[src/rtl/bw_frame_ctrl.sv]
// Frame sequencer for the black-and-white converter: reads RGB pixels from a source RAM,
// reduces each to an 8-bit gray level and writes it to a destination RAM over valid/ack.
module bw_frame_ctrl #(
  parameter int ADDR_W = 16
) (
  input  logic              clk,
  input  logic              rst,
  input  logic              start,
  input  logic              abort,
  input  logic [ADDR_W-1:0] src_base,
  input  logic [ADDR_W-1:0] dst_base,
  input  logic [ADDR_W-1:0] num_pix,
  output logic              busy,
  output logic              done,
  output logic              aborted,
  output logic              src_rd_en,
  output logic [ADDR_W-1:0] src_addr,
  input  logic [23:0]       src_rdata,
  output logic              dst_wr_valid,
  output logic [ADDR_W-1:0] dst_addr,
  output logic [7:0]        dst_wdata,
  input  logic              dst_wr_ack
);

  typedef enum logic [2:0] {
    S_IDLE,
    S_READ,
    S_WAIT,
    S_WRITE,
    S_FIN
  } state_t;

  localparam logic [ADDR_W-1:0] IDX_ONE = ADDR_W'(1);

  state_t            state_q, state_d;
  logic [ADDR_W-1:0] src_base_q, dst_base_q, num_q, idx_q;
  logic [23:0]       pix_p1;
  logic              aborted_q, abort_pend_q;
  logic              accept_start, wr_done, abort_now, last_pix;

  function automatic logic [7:0] div3_sum(input logic [23:0] px);
    logic [9:0] sum;
    sum = 10'(px[23:16]) + 10'(px[15:8]) + 10'(px[7:0]);
    return 8'(sum / 10'd3);
  endfunction

  // Black is lifted to 1 so a written pixel can never be mistaken for an empty location.
  function automatic logic [7:0] clamp_nonzero(input logic [7:0] g);
    return (g == 8'd0) ? 8'd1 : g;
  endfunction

  always_comb begin
    state_d      = state_q;
    accept_start = 1'b0;
    wr_done      = 1'b0;
    abort_now    = 1'b0;
    last_pix     = ((idx_q + IDX_ONE) == num_q);
    case (state_q)
      S_IDLE: begin
        if (start) begin
          accept_start = 1'b1;
          state_d      = (num_pix == '0) ? S_FIN : S_READ;
        end
      end
      S_READ: begin
        abort_now = abort;
        state_d   = abort ? S_FIN : S_WAIT;
      end
      S_WAIT: begin
        abort_now = abort;
        state_d   = abort ? S_FIN : S_WRITE;
      end
      S_WRITE: begin
        if (dst_wr_ack) begin
          wr_done = 1'b1;
          if (abort || abort_pend_q) begin
            abort_now = 1'b1;
            state_d   = S_FIN;
          end else if (last_pix) begin
            state_d = S_FIN;
          end else begin
            state_d = S_READ;
          end
        end
      end
      S_FIN:   state_d = S_IDLE;
      default: state_d = S_IDLE;
    endcase
  end

  always_ff @(posedge clk) begin
    if (rst) begin
      state_q      <= S_IDLE;
      idx_q        <= '0;
      aborted_q    <= 1'b0;
      abort_pend_q <= 1'b0;
    end else begin
      state_q <= state_d;
      if (accept_start) begin
        idx_q <= '0;
      end else if (wr_done) begin
        idx_q <= idx_q + IDX_ONE;
      end
      if (accept_start) begin
        aborted_q <= 1'b0;
      end else if (abort_now) begin
        aborted_q <= 1'b1;
      end
      // An abort seen mid-handshake is parked until the write is acked.
      if (state_q == S_WRITE && abort && !dst_wr_ack) begin
        abort_pend_q <= 1'b1;
      end else if (wr_done || accept_start) begin
        abort_pend_q <= 1'b0;
      end
    end
  end

  // Job parameters and the pixel stage carry no reset.
  always_ff @(posedge clk) begin
    if (accept_start) begin
      src_base_q <= src_base;
      dst_base_q <= dst_base;
      num_q      <= num_pix;
    end
    if (state_q == S_WAIT) begin
      pix_p1 <= src_rdata;
    end
  end

  assign busy         = (state_q != S_IDLE);
  assign done         = (state_q == S_FIN);
  assign aborted      = aborted_q;
  assign src_rd_en    = (state_q == S_READ);
  assign src_addr     = src_rd_en ? (src_base_q + idx_q) : '0;
  assign dst_wr_valid = (state_q == S_WRITE);
  assign dst_addr     = dst_wr_valid ? (dst_base_q + idx_q) : '0;
  assign dst_wdata    = dst_wr_valid ? clamp_nonzero(div3_sum(pix_p1)) : 8'd0;

endmodule

[config.mk]
export PLATFORM = sky130hd
export DESIGN_NAME = bw_frame_ctrl
export DESIGN_NICKNAME = d
export VERILOG_FILES = /design/src/rtl/bw_frame_ctrl.sv
export SDC_FILE = /design/constraint.sdc
export NUM_CORES = 1
export LEC_CHECK = 0
export CAP_MARGIN = 40
export CORE_MARGIN = 5
export CORE_UTILIZATION = 57
export CTS_CLUSTER_SIZE = 24
export DETAILED_ROUTE_END_ITERATION = 16
export PLACE_DENSITY = 0.95
export SLEW_MARGIN = 20
export SYNTH_ARGS = -nofsm -noshare
export SYNTH_HDL_FRONTEND = slang
export SYNTH_SLANG_ARGS = --single-unit
[constraint.sdc]
create_clock -name clk -period 10.5 [get_ports clk]
set_input_delay 2.625 -clock clk [delete_from_list [all_inputs] [get_ports clk]]
set_output_delay 2.625 -clock clk [all_outputs]
set_load 0.02 [all_outputs]
## After elaboration in Yosys (flattened, before gate mapping)

Index checks and enable logic that the tools add are counted.

| operators by class | value |
|---|---|
| add/subtract/negate cells | 5 |
| $mul | 0 |
| div/mod/pow operators | 1 |
| order comparisons | 0 |
| equal/unequal tests | 7 |
| shift operators | 0 |
| muxes and demuxes | 21 |
| bitwise logic cells | 0 |
| reduce and logical (&&, ||, !) cells | 13 |

Operators with widths:

| kind | number |
|---|---|
| $add A16 B16 Y16 | 2 |
| $mux W16 | 2 |
| $mux W3 | 7 |
| $add A16 B1 Y16 const B | 1 |
| $eq A16 B16 Y1 | 1 |
| $logic_not A16 Y1 | 1 |
| $mux W8 | 2 |
| $pmux W3 S4 | 1 |
| $add A9 B8 Y10 | 1 |
| $div A10 B2 Y10 const B | 1 |
| $add A8 B8 Y9 | 1 |
| $logic_not A8 Y1 | 1 |
| $mux W1 | 8 |
| $eq A3 B2 Y1 const B | 2 |
| $reduce_or A2 Y1 | 2 |
| $eq A3 B1 Y1 const B | 1 |
| $eq A3 B3 Y1 const B | 1 |
| $logic_not A3 Y1 | 1 |
| $reduce_bool A3 Y1 | 1 |
| $logic_and A1 B1 Y1 | 2 |
| $logic_or A1 B1 Y1 | 2 |
| $ne A2 B1 Y1 const B | 1 |
| $ne A2 B2 Y1 const B | 1 |
| $pmux W1 S2 | 1 |
| 3 further kinds | 3 |

| word-level totals | value |
|---|---|
| register bits after elaboration | 93 |
| bits in latches | 0 |
| memory bits (writable) | 0 |
| bits in read-only memories | 0 |
| bits of input ports | 77 |
| logic and storage cells | 55 |
| memories kept | 0 |

## Longest topological paths before layout

Gate-level depths: netlist (run 1).

| depth | value |
|---|---|
| word-level depth | 6 |
| mapped depth | 23 |
| gate-level depth less buffers | 21 |

## Worst setup path after synthesis (run 1)

Ideal clock, no wire load.

| path | value |
|---|---|
| path kind | register to output |
| from | register pix_p1[1] |
| to | output port dst_wdata[0] |
| arrival time | 4756 ps |
| data required time | 7875 ps |
| path slack | 3119 ps |
| cell stages (with the launch flop) | 23 |
| path buffers | 1 |
| path through | edfxtp_1 inv_1 fa_1 inv_1 ha_1 fa_1 a21o_1 a221o_1 a22oi_4 nor3_1 a31o_2 or2_1 buf_6 o21ai_4 o311ai_4 o32ai_2 inv_2 ha_1 and2_1 a221oi_1 a311o_1 nand4_1 o21ai_1 |

| on the way | value |
|---|---|
| cells in the longest elaborated chain, start to end | 5 |

RTL lines:

| element | RTL line | source |
|---|---|---|
| start, declared | 37 | `logic [23:0] pix_p1;` |
| start signal, assigned | 126 | `pix_p1 <= src_rdata;` |
| $add A9 B8 Y10 (*) | 43 | `sum = 10'(px[23:16]) + 10'(px[15:8]) + 10'(px[7:0]);` |
| $div A10 B2 Y10 (*) | 44 | `return 8'(sum / 10'd3);` |
| $logic_not A8 Y1 | 49 | `return (g == 8'd0) ? 8'd1 : g;` |
| $mux W8 (*) | 49 |  |
| $mux W8 (*) | 137 | `assign dst_wdata = dst_wr_valid ? clamp_nonzero(div3_sum(pix_p1)) : 8'd0;` |
| end, declared | 21 | `output logic [7:0] dst_wdata,` |

Every way passes the cells marked *; elsewhere a longest branch is shown, timed or not.

## Worst setup path in the final report (run 1)

Ends and elaborated chain as after synthesis.

==> impl.org, run 1 <==
** Floorplanning
- Initial core utilization :: 58.30%
- Chip height :: approximately 120 um
- The floorplan has 38 rows.
- The floorplan step defined a core boundary enclosing 10890 um2.
- 122 I/O pins were placed.
- The die is 115.5 um wide.
- The die covers approximately 13000 um2.

** Route
- Post-route DRC :: 0
- The first detailed-routing pass took 5 iterations.
- Vias post-DR :: 5556
- After detailed routing, the average wire length per cell comes to 18.65 um.
- Overall routed net length :: 16.92 mm
- In this run the remaining antenna-violating nets after routing total 0.
- For this block, the initial DRC count from the detailed router was 544.
- Dividing the detail-routed via count by the number of cells gives just over 6.

** Power
- Power spread over the standard cell area amounts to 118.4 nW/um2.
- Worst VDD drop :: 76.94 uV
- Static leakage :: 3.022 nW

** Global routing
- Pin count of the biggest net entering global routing :: 32
- The initial antenna violation count came to 0.
- The first global-routing pass estimated between 20 and 30 mm of wire.
- Overall Global Routing Usage :: 25.60%
- Summed over all layers, the global routing overflow is 0.
- The via count of the first global-routing pass is between 5000 and 6000.

** Synthesis
- EDFF count, synth :: a little over 70
- Gate count after technology mapping :: approximately 650
- Number of nets in the synthesized netlist :: 775
- Flop and latch count out of synthesis :: 93
- Number of distinct library cells after synthesis :: 78
- Proportion of register bits with asynchronous set or reset after synthesis :: 0%
- By area the synthesized netlist is led by edfxtp_1 (34%), ha_1 (7.7%), dfxtp_1 (6.6%).
- Dividing the synthesized area by the synthesized cell count gives 9.795 um2.
- The most used flip-flop cell after synthesis is edfxtp_1.
- Sequential cells were found to cover between 40% and 50% of the synthesized design area.
- Area share of the largest cell type after synthesis :: around 34%
- Summed instance area of the synthesized netlist :: around 6300 um2
- The largest total area in the synthesized netlist belongs to edfxtp_1.
- Total number of yosys warnings :: 0

** CTS
- Counting the buffers created by CTS gives 9.
- Clock-pin slew was measured on the worst setup and hold paths at 0.09 ns.
- TritonCTS built the clock tree.
- Clock Latency Late Sink :: roughly 0.37 ns
- After clock tree synthesis, the flow added hold-fix buffers numbering 0.
- Setup Fix Bufs, Post-CTS :: 0
- The clock tree synthesis step divided the H-tree into 3 levels.
- Once the clock tree was built, the resizer swapped 0 gates to a different size.
- Clock root buffer :: clkbuf_8
- CTS saw 93 sinks.
- Counting along the longest clock path gives a buffer depth of 2.

** Timing
- Number of max-slew violations in the final report :: 0
- For this run, the top clock speed supported by timing is 0.1152 GHz.
- Hold timing on the final database bottoms out at a slack of 0.4946 ns.
- In this run the tightest slew margin relative to its limit is 48.67%.
- Total Negative Setup Slacks :: 0 ns
- Counting I/O delays and the setup requirement, the final critical path takes roughly 8.7 ns.
- Slew @ Worst Pin :: around 0.76 ns
- Setup violations remaining at the end of the flow were counted as 0.
- RSZ-0062 raised after global routing :: no
- The clock arrives with 0.007479 ns of skew.
- Hold Vio Cnt, Final :: 0
- The worst path uses 82.68% of the clock period.

** Setup path
- The critical path contains buffers and inverters numbering 4 combined.
- Across all register-to-register paths, the minimum setup slack is 7.23 ns.
- Critical-path top delay cell :: clkdlybuf4s50_1
- Highest fanout seen on the critical path :: 8
- Critical Path Source Type :: flop
- Category of cells accounting for the largest share of critical-path delay :: compound AO/OA/AOI/OAI gates
- The signal on the critical path passes through inv_1 -> fa_1 -> inv_1 -> ha_1 -> fa_1 -> a21o_1 -> a221o_1 -> nand3_1 -> a21oi_1 -> a221o_1 -> o21ai_2 -> and2_1 -> o311ai_4 -> o32ai_2 -> inv_2 -> ha_1 -> and2_1 -> a221oi_1 -> a311o_1 -> nand4_1 -> o21ai_1 -> clkdlybuf4s50_1.
- Capturing element type of the critical path :: output port
- For this run, the slowest stage of the critical path takes 0.61 ns.
- Required time at the endpoint of the critical path :: 7.88 ns
- Data on the critical path arrives at its endpoint at between 6 and 7 ns.
- Worst Path Class, Setup :: reg -> out

** Finish
- The layout has roughly 730 filler cells.
- Compared with the post-synthesis result, the final layout area differs by 24.15%.
- 0 antenna diodes ended up in the layout.
- # nets final :: 889
- The post-route netlist has 5.476% of its cells at a drive strength greater than 1.

** Run status
- The run finished with clean final reports.

** Placed design
- Port buffering added 121 buffers.
- Routability-driven placement finished with a final weighted congestion of 0.8689.
- The HPWL after detailed placement is 13.05 mm.

** Flow run
- The tool flagged a number of max-cap violations equal to 0.

** Hold path
- Min-delay worst type :: reg -> reg
-- state kept, by name, indices dropped and copies added (netlist names) --
signal        cells
num_q            16
src_base_q       16
state_q           3
dst_base_q       16
idx_q            16
abort_pend_q      1
pix_p1           24
aborted           1
-- power breakdown --
group | switching (W) | internal, W | leakage [nW] | total (W)
combinational | 0.000135 | 0.000102 | 2.06 | 0.000237
clock | 0.000132 | 0.000136 | 0.112 | 0.000268
sequential | 0.00000998 | 0.000418 | 0.846 | 0.000428
-- layout make-up --
cell class	instances	area [um2]	area share (%)
clock inverters	7	97.59	1.238
repair buffers	124	1234	15.66
flip-flops and latches	93	2582	32.77
multi-input cells	493	3513	44.59
clock buffers	9	123.9	1.572
inverters	41	153.9	1.953
well taps	140	175.2	2.223
-- final timing paths --
path,start,endpoint,depth (start not counted)
setup reg to reg,idx_q[5],state_q[2],12
hold / removal,aborted,aborted,2
setup / recovery,pix_p1[1],dst_wdata[0],22
hold reg to reg,aborted,aborted,2
-- layer usage --
metal / wire, um / global-route usage (%)
met4: 419 / 10.95
met3: 1309 / 3.551
met2: 8445 / 44.41
met1: 6743 / 32.06
met5: 0 / 0
-- worst min-delay path, stage by stage (launching register included) --
cell and delay (ns):
dfxtp_1 0.34, a31oi_1 0.04, nor2_1 0.08
-- Yosys cell counts (11+ instances only) --
| library cell | instances |
|---|---|
| a21o_1 | 12 |
| a21oi_1 | 32 |
| clkbuf_1 | 13 |
| dfxtp_1 | 21 |
| edfxtp_1 | 72 |
| fa_1 | 11 |
| ha_1 | 39 |
| inv_1 | 40 |
| nand2_1 | 40 |
| nand3_1 | 21 |
| nand4_1 | 11 |
| nor2_1 | 85 |
| nor3_1 | 19 |
| o21ai_0 | 19 |
| o21bai_1 | 12 |
| xnor2_1 | 38 |
| xor2_1 | 30 |
-- layout by cell type, fill, tap and decap left out, types with 21 or more instances in the layout --
master | netlist | routed
inv_1 | 40 | 39
xnor2_1 | 38 | 38
a21oi_1 | 32 | 32
clkdlybuf4s50_1 | 0 | 121
nand2_1 | 40 | 40
nand3_1 | 21 | 21
ha_1 | 39 | 39
dfxtp_1 | 21 | 21
nor2_1 | 85 | 85
edfxtp_1 | 72 | 72
xor2_1 | 30 | 30
-- kinds of logic (layout without fill, tap and decap cells) --
family / Yosys count / after routing / share of synthesized area (%)
multiplexers: 6 / 6 / 0.9659
XOR/XNOR: 68 / 68 / 9.383
buffers and inverters: 62 / 181 / 4.041
flip-flops: 93 / 93 / 40.69
AND/OR/NAND/NOR: 225 / 225 / 16.74
AO/OA/AOI/OAI: 143 / 143 / 16.87
adder cells (fa/ha/maj): 51 / 51 / 11.31
-- per-stage QoR --
stage	power (W)	worst slack [ns]	instances	cell area, um2	utilization [%]
final	0.0009330	1.819	907	7880	72.37
after global placement	0.0006598	2.423	891	7659	70.34
after CTS	0.0009321	1.804	907	7880	72.37
after detailed placement	0.0006687	2.214	891	7659	70.34
after floorplan	0.0005914	3.119	648	6347	-
after global routing	0.0009716	1.460	907	7880	72.37
(Power assumes the default switching activity.)
==> run 2, diff against run 1 <==
--- a/config.mk
+++ b/config.mk
@@ -7,10 +7,10 @@
 export LEC_CHECK = 0
 export CAP_MARGIN = 40
 export CORE_MARGIN = 5
-export CORE_UTILIZATION = 57
+export CORE_UTILIZATION = 53
 export CTS_CLUSTER_SIZE = 24
 export DETAILED_ROUTE_END_ITERATION = 16
-export PLACE_DENSITY = 0.95
+export PLACE_DENSITY = 0.9
 export SLEW_MARGIN = 20
 export SYNTH_ARGS = -nofsm -noshare
 export SYNTH_HDL_FRONTEND = slang
==> constraint.sdc (replaced) <==
create_clock -name clk -period 8.83 [get_ports clk]
set_input_delay 2.2075 -clock clk [delete_from_list [all_inputs] [get_ports clk]]
set_output_delay 2.2075 -clock clk [all_outputs]
set_load 0.02 [all_outputs]
==> run 2 against run 1 <==
  * Non-clock buffer count unchanged
  * Sequential share of layout area down 0.41 points
  * Worst hold slack worse by 0.013 ns
  * Clock skew grew 0.0058 ns
  * Die area grew 6.9%
  * Via count decreased by 0.49%
  * Register-to-register slack got worse by 1.5 ns
  * Global-route usage fell by 2.1 points
  * Clock-buffer cell count grew 3
  * Sequential power up 19%
  * Critical path type unchanged
==> impl.org, run 2 (synthesis gave the netlist of run 1 again) <==
** Run status
- Run status :: finished, final reports clean

** CTS
- Clock root buffer :: clkbuf_16
- CTS tree :: done
- The source-to-sink clock delay at the later pin of the worst-skew pair is 0.35 ns (-0.02 ns).
- The largest buffer count on any clock path came to 2 (unchanged).
- Post-CTS clock slew at the launch and capture registers of the worst setup and hold paths :: 0.06 ns (-0.03 ns)
- Number of H-tree levels :: 3 (unchanged)
- Number of buffers inserted by hold repair at cts :: 0 (unchanged)
- The number of clock buffers inserted by TritonCTS came to 9 (unchanged).
- The clock sink count was 93 (unchanged).
- The count of instances resized after the clock tree is built was 0 (unchanged).
- Setup Fix Bufs, Post-CTS :: 0 (unchanged)

** Finish
- Proportion of layout cells with a drive suffix above 1 :: 5.346% (-0.13 points)
- Finished layout cell area :: 7980 um2 (+1.3%)
- Ranked by flip-flop count, first place goes to pix_p1.
- Most frequent cells in the layout :: clkdlybuf4s50_1 (121), nor2_1 (85), edfxtp_1 (72)
- # nets final :: 889 (unchanged)
- Flip-flop count of the largest register after layout :: 24 (unchanged)
- Filler instances :: 900 (+23%)
- Most common cell after layout, fill and taps aside :: clkdlybuf4s50_1
- The area growth from synthesis to layout is 25.72%.
- The antenna diode count was 0 (unchanged).

** Timing
- For this run, the top clock speed supported by timing is 0.1182 GHz.
- Hold Vio Cnt, Final :: 0 (unchanged)
- Max transition margin :: 50.09% (+1.4 points)
- Number of max-slew violations in the final report :: 0 (unchanged)
- The post-route setup TNS was 0 ns (unchanged).
- Setup repair after global routing left no endpoint under its margin.
- The number of failing setup endpoints in the final timing report was 0 (unchanged).
- Post-layout minimum cycle time :: 8.459 ns
- The actual transition at the worst max-transition pin is 0.7487 ns (-0.01542 ns).
- Final period util :: 95.80%
- The worst clock skew is 0.01328 ns (+0.005804 ns).

** Route
- Final ANT Viol Nets :: 0 (unchanged)
- The post-detailed-route wirelength per cell is 18.44 um (-1.1%).
- The number of violations reported at the end of detailed-routing iteration 0 was 467 (-14%).
- Post-route DRC :: 0 (unchanged)
- DRT Pass-1 Iters :: 5 (unchanged)
- Overall routed net length :: 16.86 mm (-0.36%)
- The via count was 5529 (-0.49%).
- The via density per instance came to 6.049 (-1.2%).

** Setup path
- Critical-path top delay cell :: clkdlybuf4s50_1
- Arr. time, crit path :: 6.25 ns (+0.19 ns)
- In this run the critical register-to-register path is launched from idx_q[1].
- Grouping stages by cell kind, the critical path spends the most delay in compound AO/OA/AOI/OAI gates.
- Critical Path Source Type :: flop
- Critical Path Stages :: 22 (unchanged)
- The critical path in this run is classified as reg -> out.
- The maximum fanout along the worst path is 8 (unchanged).
- The sum of buffers and inverters on the critical path is 4 (unchanged).
- Worst reg-to-reg setup slack :: 5.70 ns (-1.53 ns)
- The required time at the worst-slack endpoint came to 6.62 ns (-1.26 ns).
- Number of cells on the worst reg-to-reg path :: 13 (+1)
- Crit Reg-Reg Endpoint :: state_q[2]
- Slowest cell delay on critical path :: 0.61 ns (about the same)
- Capturing element type of the critical path :: output port
- The critical path goes through inv_1 -> fa_1 -> inv_1 -> ha_1 -> fa_1 -> a21o_1 -> a221o_1 -> nand3_1 -> a21oi_1 -> a221o_1 -> o21ai_2 -> and2_1 -> o311ai_4 -> o32ai_2 -> inv_2 -> ha_1 -> and2_1 -> a221oi_1 -> a311o_1 -> nand4_1 -> o21ai_1 -> clkdlybuf4s50_1.

** Global routing
- Vias in the first global route :: 5497 (-1.2%)
- Congestion Overflow GR :: 0 (unchanged)
- First-pass GRT wire length :: 26.87 mm (+0.26%)
- The pin count of the biggest net entering global routing was 49 (+53%).
- The overall global routing resource usage came to 23.47% (-2.1 points).
- The initial antenna violation count is 0 (unchanged).

** Hold path
- Number of cells on the worst hold path :: 2 (unchanged)
- The worst hold path terminates at aborted.
- Min-delay worst type :: reg -> reg
- Hold Startpoint :: aborted

** Placed design
- The final estimated routing congestion in global placement is 0.9213 (+6.0%).
- The count of input and output buffers is 121 (unchanged).
- Area post-placement :: 7660 um2 (about the same)
- The half-perimeter wire length after placement came to 12.71 mm (-2.5%).

** Floorplanning
- The overall die area was 14260 um2 (+6.9%).
- The initial core utilization was 53.51% (-4.8 points).
- The width of the chip was 119.4 um (+3.4%).
- Placeable core region :: 11860 um2 (+8.9%)
- Total I/O pin count :: 122 (unchanged)
- Number of rows in the core area :: 40 (+5.3%)
- The die height was 119.4 um (+3.4%).

** Power
- The leakage component of the power is 3.065 nW (+1.5%).
- The areal power density over the cells came to 150.3 nW/um2 (+27%).
- The switching fraction of total power was 28.66% (-1.1 points).
- The worst-case vdd ir drop came to 102.2 uV (+33%).
- The relative contribution of the clock network to total power came to 33.9% (+5.2 points).
- Internal Pwr Total :: 0.0008556 W (+31%)
- Switching power of the nets :: 0.0003437 W (+24%)
- Sequential power share :: 42.4% (-3.4 points)
- The proportion of power drawn by combinational gates is 23.7% (-1.7 points).

** Flow run
- # Max-Cap Violations :: 0 (unchanged)
-- run 2: cell types whose count changed in the layout (fill, tap and decap cells not counted), sizes merged --
| cell | previous run | this run |
|---|---|---|
| clkinv | 3 | 2 |
| bufinv | 2 | 1 |
| clkbuf | 9 | 12 |
| clkinvlp | 1 | 0 |
-- run 2: layout make-up --
| type | count | area (um2) | area share [%] |
|---|---|---|---|
| Clock inverter | 4 | 52.55 | 0.6585 |
| Timing Repair Buffer | 124 | 1237 | 15.51 |
| Sequential cell | 93 | 2582 | 32.36 |
| Clock buffer | 12 | 256.5 | 3.214 |
| Multi-Input combinational cell | 493 | 3513 | 44.03 |
| Inverter | 41 | 153.9 | 1.929 |
| Tap cell | 147 | 183.9 | 2.305 |
-- run 2: power groups by stage --
| stage | clock [W] | sequential, W | combinational [W] |
|---|---|---|---|
| 2_1_floorplan | 0 | 0.000515 | 0.000189 |
| 6_report | 0.000406 | 0.000509 | 0.000284 |
| 3_5_place_dp | 0 | 0.000518 | 0.000278 |
| 5_1_grt | 0.000428 | 0.000511 | 0.000309 |
| 3_3_place_gp | 0 | 0.000517 | 0.000267 |
| 4_1_cts | 0.000409 | 0.000509 | 0.000280 |
-- run 2: per-layer routing --
layer  share of wire, %  track usage [%]  vias to the layer above  wire length, um
met5                  0                0                        -                0
met4                2.9            10.24                        0              488
met3                6.8            3.324                       50             1138
met2                 50            39.81                      285             8389
met1                 41            29.88                     2608             6840
li1                   -                -                     2586                -
-- run 2: worst max path at each step --
stage                               to  slack [ns]      start
after floorplan           dst_wdata[0]        1.87  pix_p1[1]
after global placement    dst_wdata[0]        1.15  pix_p1[1]
after detailed placement  dst_wdata[0]        0.87  pix_p1[1]
after CTS                 dst_wdata[0]        0.49  pix_p1[1]
after global routing      dst_wdata[0]        0.07  pix_p1[1]
final                     dst_wdata[0]        0.37  pix_p1[1]
-- run 2: stage by stage --
step                util (%)  setup WS (ns)  std cells  total power, W  hold WS, ns
global placement       64.58          1.153        897       0.0007838       0.4572
CTS                    67.18         0.4861        913        0.001197       0.4822
detailed placement     64.58         0.8742        897       0.0007957       0.4661
floorplan                  -          1.867        648       0.0007032       0.4991
global route           67.28        0.06542        914        0.001249       0.5154
finish                 67.28         0.3712        914        0.001199       0.4814
-- run 2: worst min-delay path, delay by kind of cell (launching register included) --
kind | cells | cell delay, ns
compound gates | 1 | 0.04
flops | 1 | 0.34
simple gates | 1 | 0.07
==> run 3, diff against run 2 <==
--- a/config.mk
+++ b/config.mk
@@ -11,6 +11,7 @@
 export CTS_CLUSTER_SIZE = 24
 export DETAILED_ROUTE_END_ITERATION = 16
 export PLACE_DENSITY = 0.9
+export REMOVE_ABC_BUFFERS = 1
 export SLEW_MARGIN = 20
 export SYNTH_ARGS = -nofsm -noshare
 export SYNTH_HDL_FRONTEND = slang
==> constraint.sdc (replaced) <==
create_clock -name clk -period 8.83 [get_ports clk]
set_input_delay 0.883 -clock clk [delete_from_list [all_inputs] [get_ports clk]]
set_output_delay 0.883 -clock clk [all_outputs]
set_load 0.02 [all_outputs]
==> run 3 against run 2 <==
  * Maximum frequency up 20%
  * Largest cell class unchanged
  * Power up 1.8%
  * Core utilization up 0.21 points
  * Clock power up 6.4%
  * Highest routed layer unchanged
  * Non-clock buffer count unchanged
==> impl.org, run 3 (synthesis gave the netlist of run 1 again) <==
** Run status
- The run finished with clean final reports.

** Global routing
- The wire length of the first global-routing pass was 26.28 mm (-2.2%).
- The initial antenna violation count came to 0 (unchanged).
- The overall global routing resource usage was 22.91% (-0.55 points).
- The pin count of the biggest net entering global routing came to 47 (-4.1%).
- Congestion Overflow GR :: 0 (unchanged)
- Vias in the first global route :: 5515 (+0.33%)

** Placed design
- Global placement routability congestion :: 0.9525 (+3.4%)
- The half-perimeter wire length after placement was 12.47 mm (-1.9%).
- Post-Place Worst Slack :: 2.213 ns (+1.339 ns)
- The post-placement cell count is 897 (unchanged).
- The count of input and output buffers was 121 (unchanged).

** Timing
- The worst clock skew came to 0.007388 ns (-0.005894 ns).
- Post-layout minimum cycle time :: 7.049 ns (-1.410 ns)
- Total Negative Setup Slacks :: 0 ns (unchanged)
- The number of max-slew violations in the final report was 0 (unchanged).
- The number of failing setup endpoints in the final timing report was 0 (unchanged).
- The actual transition at the worst max-transition pin came to 0.7205 ns (-0.02816 ns).
- Max Clk Rate :: 0.1419 GHz (+20%)
- The final setup slack of the worst path is 1.781 ns (+1.410 ns).
- Max transition margin :: 51.59% (+1.5 points)
- Hold Vio Cnt, Final :: 0 (unchanged)
- Final period util :: 79.83% (-16 points)
- Setup repair after global routing left no endpoint under its margin.

** Setup path
- Capturing element type of the critical path :: output port
- Highest fanout seen on the critical path :: 8 (unchanged)
- Required time at the endpoint of the critical path :: 7.95 ns (+1.33 ns)
- The setup path with the least slack is of type reg -> out.
- The worst setup path is launched from a flop.
- The worst path arrival time came to 6.17 ns (-0.08 ns).

** Finish
- The area growth from synthesis to layout is 26.12%.
- The antenna diode count is 0 (unchanged).
- The library cell used most frequently in the layout, excluding fill and tap cells, is clkdlybuf4s50_1.
- Ranked by flip-flop count, first place goes to pix_p1.
- The flip-flop count of the largest register after layout was 24 (unchanged).
- Proportion of layout cells with a drive suffix above 1 :: 5.346% (unchanged)
- Most frequent cells in the layout :: clkdlybuf4s50_1 (121), nor2_1 (85), edfxtp_1 (72)
- # nets final :: 889 (unchanged)
- The count of non-filler cells in the finished layout is 914 (unchanged).

** CTS
- Number of H-tree levels :: 3 (unchanged)
- Clock Latency Late Sink :: 0.35 ns (about the same)
- TritonCTS built the clock tree.
- Buffers from clock root to sink, at most :: 2 (unchanged)
- The buffer count from post-CTS setup fixing is 0 (unchanged).
- The number of clock buffers inserted by TritonCTS is 9 (unchanged).
- In this run the clock root is driven by a clkbuf_16.
- Number of buffers inserted by hold repair at cts :: 0 (unchanged)
- Quantity of gates resized following cts :: 0 (unchanged)
- The clock sink count is 93 (unchanged).
- Post-CTS clock slew at the launch and capture registers of the worst setup and hold paths :: 0.06 ns (about the same)

** Floorplanning
- The width of the chip is 119.4 um (unchanged).
- The overall die area is 14260 um2 (unchanged).
- The die height came to 119.4 um (unchanged).
- Number of rows in the core area :: 40 (unchanged)
- The initial core utilization came to 53.51% (unchanged).
- Placeable core region :: 11860 um2 (unchanged)
- The I/O pin count is 122 (unchanged).

** Power
- The areal power density over the cells is 152.5 nW/um2 (+1.4%).
- Internal Pwr Total :: 0.0008839 W (+3.3%)
- Comb power frac :: 22.9% (-0.8 points)
- The worst-case vdd ir drop was 142.2 uV (+39%).
- The net switching power of the design is 0.0003365 W (-2.1%).
- Sequential power share :: 41.6% (-0.8 points)
- The leakage component of the power came to 3.076 nW (+0.33%).
- The switching fraction of total power is 27.57% (-1.1 points).
- Clock power frac :: 35.4% (+1.5 points)

** Route
- The number of nets with antenna violations after routing is 0 (unchanged).
- The total wire length is 16.26 mm (-3.6%).
- DRT Pass-1 Iters :: 6 (+1)
- The via count was 5452 (-1.4%).
- Count of routing violations after the opening detailed-route iteration :: 643 (+38%)
- Detailed-route vias per instance :: 5.965 (-1.4%)
- The post-detailed-route wirelength per cell was 17.79 um (-3.6%).
- The post-detailed-route DRC marker count came to 0 (unchanged).

** Flow run
- The count of max-cap constraint violations came to 0 (unchanged).

** Hold path
- The min-delay analysis places its worst path in the category reg -> reg.
[run 3: critical path, stage by stage, from the launching register on]
cell	delay, ns
edfxtp_1	0.34
inv_1	0.06
fa_1	0.52
inv_1	0.04
ha_1	0.24
fa_1	0.44
a21o_1	0.23
a221o_1	0.43
nand3_1	0.12
a21oi_1	0.07
a221o_1	0.33
o21ai_2	0.25
and2_1	0.37
o311ai_4	0.13
o32ai_2	0.37
inv_2	0.09
ha_1	0.27
and2_1	0.17
a221oi_1	0.26
a311o_1	0.24
nand4_1	0.11
o21ai_1	0.11
clkdlybuf4s50_1	0.62
[run 3: final cells by class]
| class | instances | area (um2) |
|---|---|---|
| fillers | 882 | 3856 |
| multi-input cells | 493 | 3513 |
| inverters | 41 | 153.9 |
| well taps | 147 | 183.9 |
| clock inverters | 4 | 77.57 |
| clock buffers | 12 | 256.5 |
| flip-flops and latches | 93 | 2582 |
| repair buffers | 124 | 1237 |
[run 3: final timing paths]
path | start | endpoint | slack, ns | cells past startpoint
max | pix_p1[1] | dst_wdata[0] | 1.78 | 22
min | aborted | aborted | 0.50 | 2
max reg2reg | idx_q[1] | state_q[2] | 5.75 | 13
min reg2reg | aborted | aborted | 0.50 | 2
[run 3: per-layer routing]
metal | global-route usage [%] | share of wire [%]
met1 | 27.54 | 41
met4 | 10.67 | 3.6
met2 | 40.09 | 50
met5 | 0 | 0
met3 | 3.704 | 5.7
[run 3: power groups by stage]
stage / logic (W) / registers (W) / clock network (W)
after global placement: 0.000264 / 0.000517 / 0
after CTS: 0.000276 / 0.000508 / 0.000438
after detailed placement: 0.000274 / 0.000517 / 0
after global routing: 0.000304 / 0.000510 / 0.000458
final: 0.000280 / 0.000508 / 0.000432
after floorplan: 0.000182 / 0.000516 / 0
[run 3: stage by stage]
| step | total power [W] | hold slack, ns | util, % | area (um2) |
|---|---|---|---|---|
| 2_1_floorplan | 0.0006974 | 0.4991 | - | 6245 |
| 3_3_place_gp | 0.0007804 | 0.4627 | 64.58 | 7660 |
| 3_5_place_dp | 0.0007918 | 0.4833 | 64.58 | 7660 |
| 4_1_cts | 0.001222 | 0.4955 | 67.39 | 7994 |
| 5_1_grt | 0.001272 | 0.5164 | 67.49 | 8005 |
| 6_report | 0.001220 | 0.4965 | 67.49 | 8005 |
==> RTL edit 1, RTL diff (config.mk and constraints of run 3) <==
`ADDR_W`: 16 -> 17.
--- a/src/rtl/bw_frame_ctrl.sv
+++ b/src/rtl/bw_frame_ctrl.sv
@@ -1,7 +1,7 @@
 // Frame sequencer for the black-and-white converter: reads RGB pixels from a source RAM,
 // reduces each to an 8-bit gray level and writes it to a destination RAM over valid/ack.
 module bw_frame_ctrl #(
-  parameter int ADDR_W = 16
+  parameter int ADDR_W = 17
 ) (
   input  logic              clk,
   input  logic              rst,
Interface: changed (5 resized); port bits go from 122 to 127. The function was not compared with the original's and may differ.
==> RTL edit 1 against run 3 <==
Global-route usage fell by 0.16 points. Core utilization rose by 0.87 points. Cell count rose by 4.2%. Design area rose by 3.0%. Wire length rose by 3.9%. Area after synthesis rose by 3.1%. Worst setup slack improved by 58 ps. Maximum frequency rose by 0.83%. Sequential cell count rose by 4. Total power fell by 0.70%. Critical endpoint unchanged. Largest cell class unchanged.
==> RTL edit 1: results (changes against run 3) <==
Status - finished, final reports clean (unchanged)
Post-DP Area - 7950 µm² (was 7660 µm²)
Warnings from Yosys - 0 (unchanged)
Initial antenna violation count - 0 (unchanged)
Fillers - 855 (was 882)
Total track usage - 0.227 (was 0.229)
Worst skew pair latency - 350 ps (about the same)
Share of layout cells above drive strength 1 - 0.0383 (was 0.0535)
Lkg Pwr - 3.16 nW (was 3.08 nW)
Data arrival, critical path - 6110 ps (was 6170 ps)
H-tree depth - 3 (unchanged)
DP HPWL - 13,000 µm (was 12,500 µm)
CTS root buf - clkbuf_16 (unchanged)
Register clock-pin slew on the reported worst setup and hold paths - 60 ps (about the same)
Worst-case clock buffer depth - 2 (unchanged)
Post-synthesis sequential area ratio - 0.411 (was 0.407)
Max FO, Critical Path - 10 (was 8)
Slowest stage delay, CP - 610 ps
Syn Inst Count - 659 (was 648)
Slowest CP cell - clkdlybuf4s50_1 (unchanged)
Post-CTS sizing - 0 (unchanged)
Hold worst-path end - aborted (unchanged)
Num CTS Buffers - 9 (unchanged)
Hold Crit Class - register to register (unchanged)
Avg Vias per Cell - 5.92 (was 5.96)
Netlist cell types - 73 (was 78)
Number of flip-flops in the largest register - 24 (unchanged)
TritonRoute pass-1 iters - 5 (was 6)
Placer congestion estimate - 0.907 (was 0.953)
Vias in the first global route - 5,571 (was 5,515)
Hold Crit Start - aborted (unchanged)
Largest net degree at the start of global routing - 33 (was 47)
RR Endpoint - state_q[2] (unchanged)
Leading cell types by count after synthesis - edfxtp_1, nor2_1, nand2_1, a21oi_1, ha_1 (was nor2_1, edfxtp_1, inv_1, nand2_1, ha_1)
First-pass GRT wire length - 26,600 µm (was 26,300 µm)
Cells on worst reg2reg path - 12 (was 13)
Detailed Route Iter0 Violations - 552 (was 643)
Nets - 911 (was 889)
Post-CTS Setup Inserts - 0 (unchanged)
Post-Route WL - 16,900 µm (was 16,300 µm)
R2R Path Start - idx_q[1] (unchanged)
Antenna Diode Count - 0 (unchanged)
Least-Margin Pin Slew - 873 ps (was 721 ps)
Hold Path Depth - 2 (unchanged)
Post-synth EDFFs - 75 (was 72)
Port Buf Inserts - 126 (was 121)
Global route overflow - 0 (unchanged)
Reg2Reg Setup Slack - 5100 ps (was 5750 ps)
Max VDD drop - 0.104 mV (was 0.142 mV)
Clock skew - 8.11 ps (was 7.39 ps)
Asr flop ratio synth - 0 (unchanged)
Synth area leaders - edfxtp_1, ha_1, dfxtp_1 (unchanged)
Largest Register - pix_p1 (unchanged)
==> RTL edit 1: changes by cell type after synthesis, sizes merged, moves of 6 or more <==
| cell | run 3 | this run |
|---|---|---|
| nor2 | 86 | 65 |
| a21oi | 32 | 43 |
| nand2 | 40 | 47 |
| o211ai | 9 | 2 |
| a211o | 0 | 6 |
| nor3 | 19 | 25 |
==> RTL edit 1: cell families after synthesis <==
group                      count (synthesis)  share of synthesized area
muxes                                      6                    0.00937
adders and majority gates                 56                      0.118
xor gates and xnor gates                  73                      0.102
DFF                                       97                      0.411
buffers and inverters                     58                     0.0380
AOI/OAI and AO/OA                        142                      0.151
and+or+nand+nor                          227                      0.170
==> RTL edit 1: worst max path at each step <==
| stage | slack, ps | to | from |
|---|---|---|---|
| 5_1_grt | 1460 | dst_wdata[0] | pix_p1[1] |
| 3_3_place_gp | 2380 | dst_wdata[0] | pix_p1[2] |
| 2_1_floorplan | 3160 | dst_wdata[0] | pix_p1[1] |
| 4_1_cts | 1890 | dst_wdata[0] | pix_p1[1] |
| 6_report | 1840 | dst_wdata[0] | pix_p1[1] |
| 3_5_place_dp | 2290 | dst_wdata[0] | pix_p1[1] |
==> RTL edit 1: cell type report <==
class,instances,area share
sequential,97,0.327
timing repair buffer,130,0.158
clock inverter,2,0.00470
inverter,37,0.0168
multi-input combinational,504,0.438
tap,168,0.0255
clock buffer,14,0.0308
==> RTL edit 1: per-stage QoR <==
stage	worst slack (ps)	utilization	std cells	hold slack (ps)
6_report	1840	0.684	952	527
2_1_floorplan	3160	-	638	507
3_5_place_dp	2290	0.659	936	505
5_1_grt	1460	0.684	952	543
3_3_place_gp	2380	0.657	934	485
4_1_cts	1890	0.684	952	519
==> RTL edit 1: where the power goes <==
part,switching (mW),internal [mW]
combinational,0.161,0.130
clock,0.163,0.228
sequential,0.0115,0.519
total,0.335,0.877
==> RTL edit 1: per-layer routing <==
layer / vias to the layer above / share of wire / wire [µm] / global-route usage
li1: 2645 / - / - / -
met1: 2633 / 0.40 / 6680 / 0.276
met2: 301 / 0.50 / 8420 / 0.396
met3: 59 / 0.074 / 1240 / 0.0457
met4: 0 / 0.032 / 548 / 0.0910
met5: - / 0 / 0 / 0
==> RTL edit 1: worst max-delay path: cells and delay by family, from the launching register on <==
| kind | cells | cell delay, ps |
|---|---|---|
| AO/OA/AOI/OAI | 7 | 2020 |
| XOR/XNOR | 1 | 110 |
| adder cells (fa/ha/maj) | 4 | 1520 |
| buffers and inverters | 3 | 700 |
| flip-flops | 1 | 320 |
| AND/OR/NAND/NOR | 4 | 1100 |
==> RTL edit 2, RTL diff (flow settings as in run 3) <==
Made on the original files. The 5 states of `state_t` get a Gray code encoding in 3 bits.
--- a/src/rtl/bw_frame_ctrl.sv
+++ b/src/rtl/bw_frame_ctrl.sv
@@ -23,11 +23,11 @@
 );
 
   typedef enum logic [2:0] {
-    S_IDLE,
-    S_READ,
-    S_WAIT,
-    S_WRITE,
-    S_FIN
+    S_IDLE  = 3'b000,
+    S_READ  = 3'b001,
+    S_WAIT  = 3'b011,
+    S_WRITE = 3'b010,
+    S_FIN   = 3'b110
   } state_t;
 
   localparam logic [ADDR_W-1:0] IDX_ONE = ADDR_W'(1);
Check against the original RTL: no difference found for any inputs over 4 cycles, from zero or initial values and one cycle with rst high; so few cycles prove little.
==> RTL edit 2 against run 3 <==
Sequential cell count unchanged. Count of clock-buffer cells in the layout decreased by 2. Wire length increased by 7.5%. Design area increased by 3.2%. Synthesized cell count increased by 5.1%. Sequential power increased by 4.7%. Worst setup slack got worse by 540 ps. Sequential share of layout area decreased by 1.0 points. Non-clock buffer count increased by 2. First-iteration DRC count increased by 27%. Area after synthesis increased by 4.4%. Register-to-register slack got worse by 280 ps. Total power increased by 14%. Critical endpoint unchanged. Largest cell class unchanged. Highest routed layer unchanged.
==> RTL edit 2: results (changes against run 3) <==
Status - finished, final reports clean (unchanged)
Nets - 920 (was 889)
WL met3 - 1080 µm (was 933 µm)
Wl on met1 - 6750 µm (was 6610 µm)
First-pass GRT wire length - 28,300 µm (was 26,300 µm)
Post-synthesis sequential area ratio - 0.390 (was 0.407)
Max VDD drop - 0.108 mV (was 0.142 mV)
Leading cell types by count after synthesis - edfxtp_1, nor2_1, xnor2_1, a21oi_1, inv_1 (was nor2_1, edfxtp_1, inv_1, nand2_1, ha_1)
Total track usage - 0.238 (was 0.229)
Fraction of area in non-clock buffers - 0.152 (was 0.155)
Area occupied by multi-input gates - 3760 µm² (was 3510 µm²)
Least-Margin Pin Slew - 762 ps (was 721 ps)
Multiplexer share of the synthesized area - 0.00774 (was 0.00966)
Plain + repair buffers - 126 (was 124)
Netlist cell types - 76 (was 78)
Clock buffer count - 10 (was 12)
Post-synthesis adder-cell area fraction - 0.108 (was 0.113)
Avg Vias per Cell - 6.07 (was 5.96)
Lkg Pwr - 3.10 nW (was 3.08 nW)
Clock skew - 7.62 ps (was 7.39 ps)
Max FO, Critical Path - 13 (was 8)
Total number of vias - 5,864 (was 5,452)
Pint - 0.933 mW (was 0.884 mW)
Met3 GRT Util - 0.0422 (was 0.0370)
Post-place setup slack - 1780 ps (was 2210 ps)
RR Endpoint - state_q[1] (was state_q[2])
Worst hold slack - 502 ps (was 497 ps)
Comb_multi_in - 523 (was 493)
Tcrit/Tclk final - 0.859 (was 0.798)
Cells on worst reg2reg path - 11 (was 13)
Met1 usage - 0.268 (was 0.275)
GR Layer Usage met2 - 0.427 (was 0.401)
Reg2Reg Setup Slack - 5470 ps (was 5750 ps)
Largest net degree at the start of global routing - 32 (was 47)
Placer congestion estimate - 0.934 (was 0.953)
Share of layout cells above drive strength 1 - 0.0526 (was 0.0535)
Data arrival, critical path - 6700 ps (was 6170 ps)
## RTL edit 2: cell types whose count changed after synthesis, moves of 7 or more
cell	before	now
nor3_1	19	29
o211ai_1	9	1
a21oi_1	32	45
nor2_1	85	69
xnor2_1	38	47
nor4_1	4	11
## RTL edit 2: metrics by stage
stage	utilization	power [mW]
final	0.682	1.40
after global routing	0.682	1.46
after CTS	0.682	1.40
after detailed placement	0.657	1.00
after global placement	0.656	0.978
after floorplan	-	0.841
## RTL edit 2: power groups by stage
stage	combinational, mW	sequential, mW	clock [mW]
after CTS	0.464	0.532	0.399
after floorplan	0.303	0.537	0
after detailed placement	0.461	0.541	0
final	0.471	0.532	0.393
after global routing	0.509	0.535	0.419
after global placement	0.439	0.539	0
## RTL edit 2: logic make-up after synthesis
logic type	after synthesis
muxes	5
adders and majority gates	51
buffers and inverters	65
xor gates and xnor gates	76
DFF	93
and+or+nand+nor	214
AOI/OAI and AO/OA	177
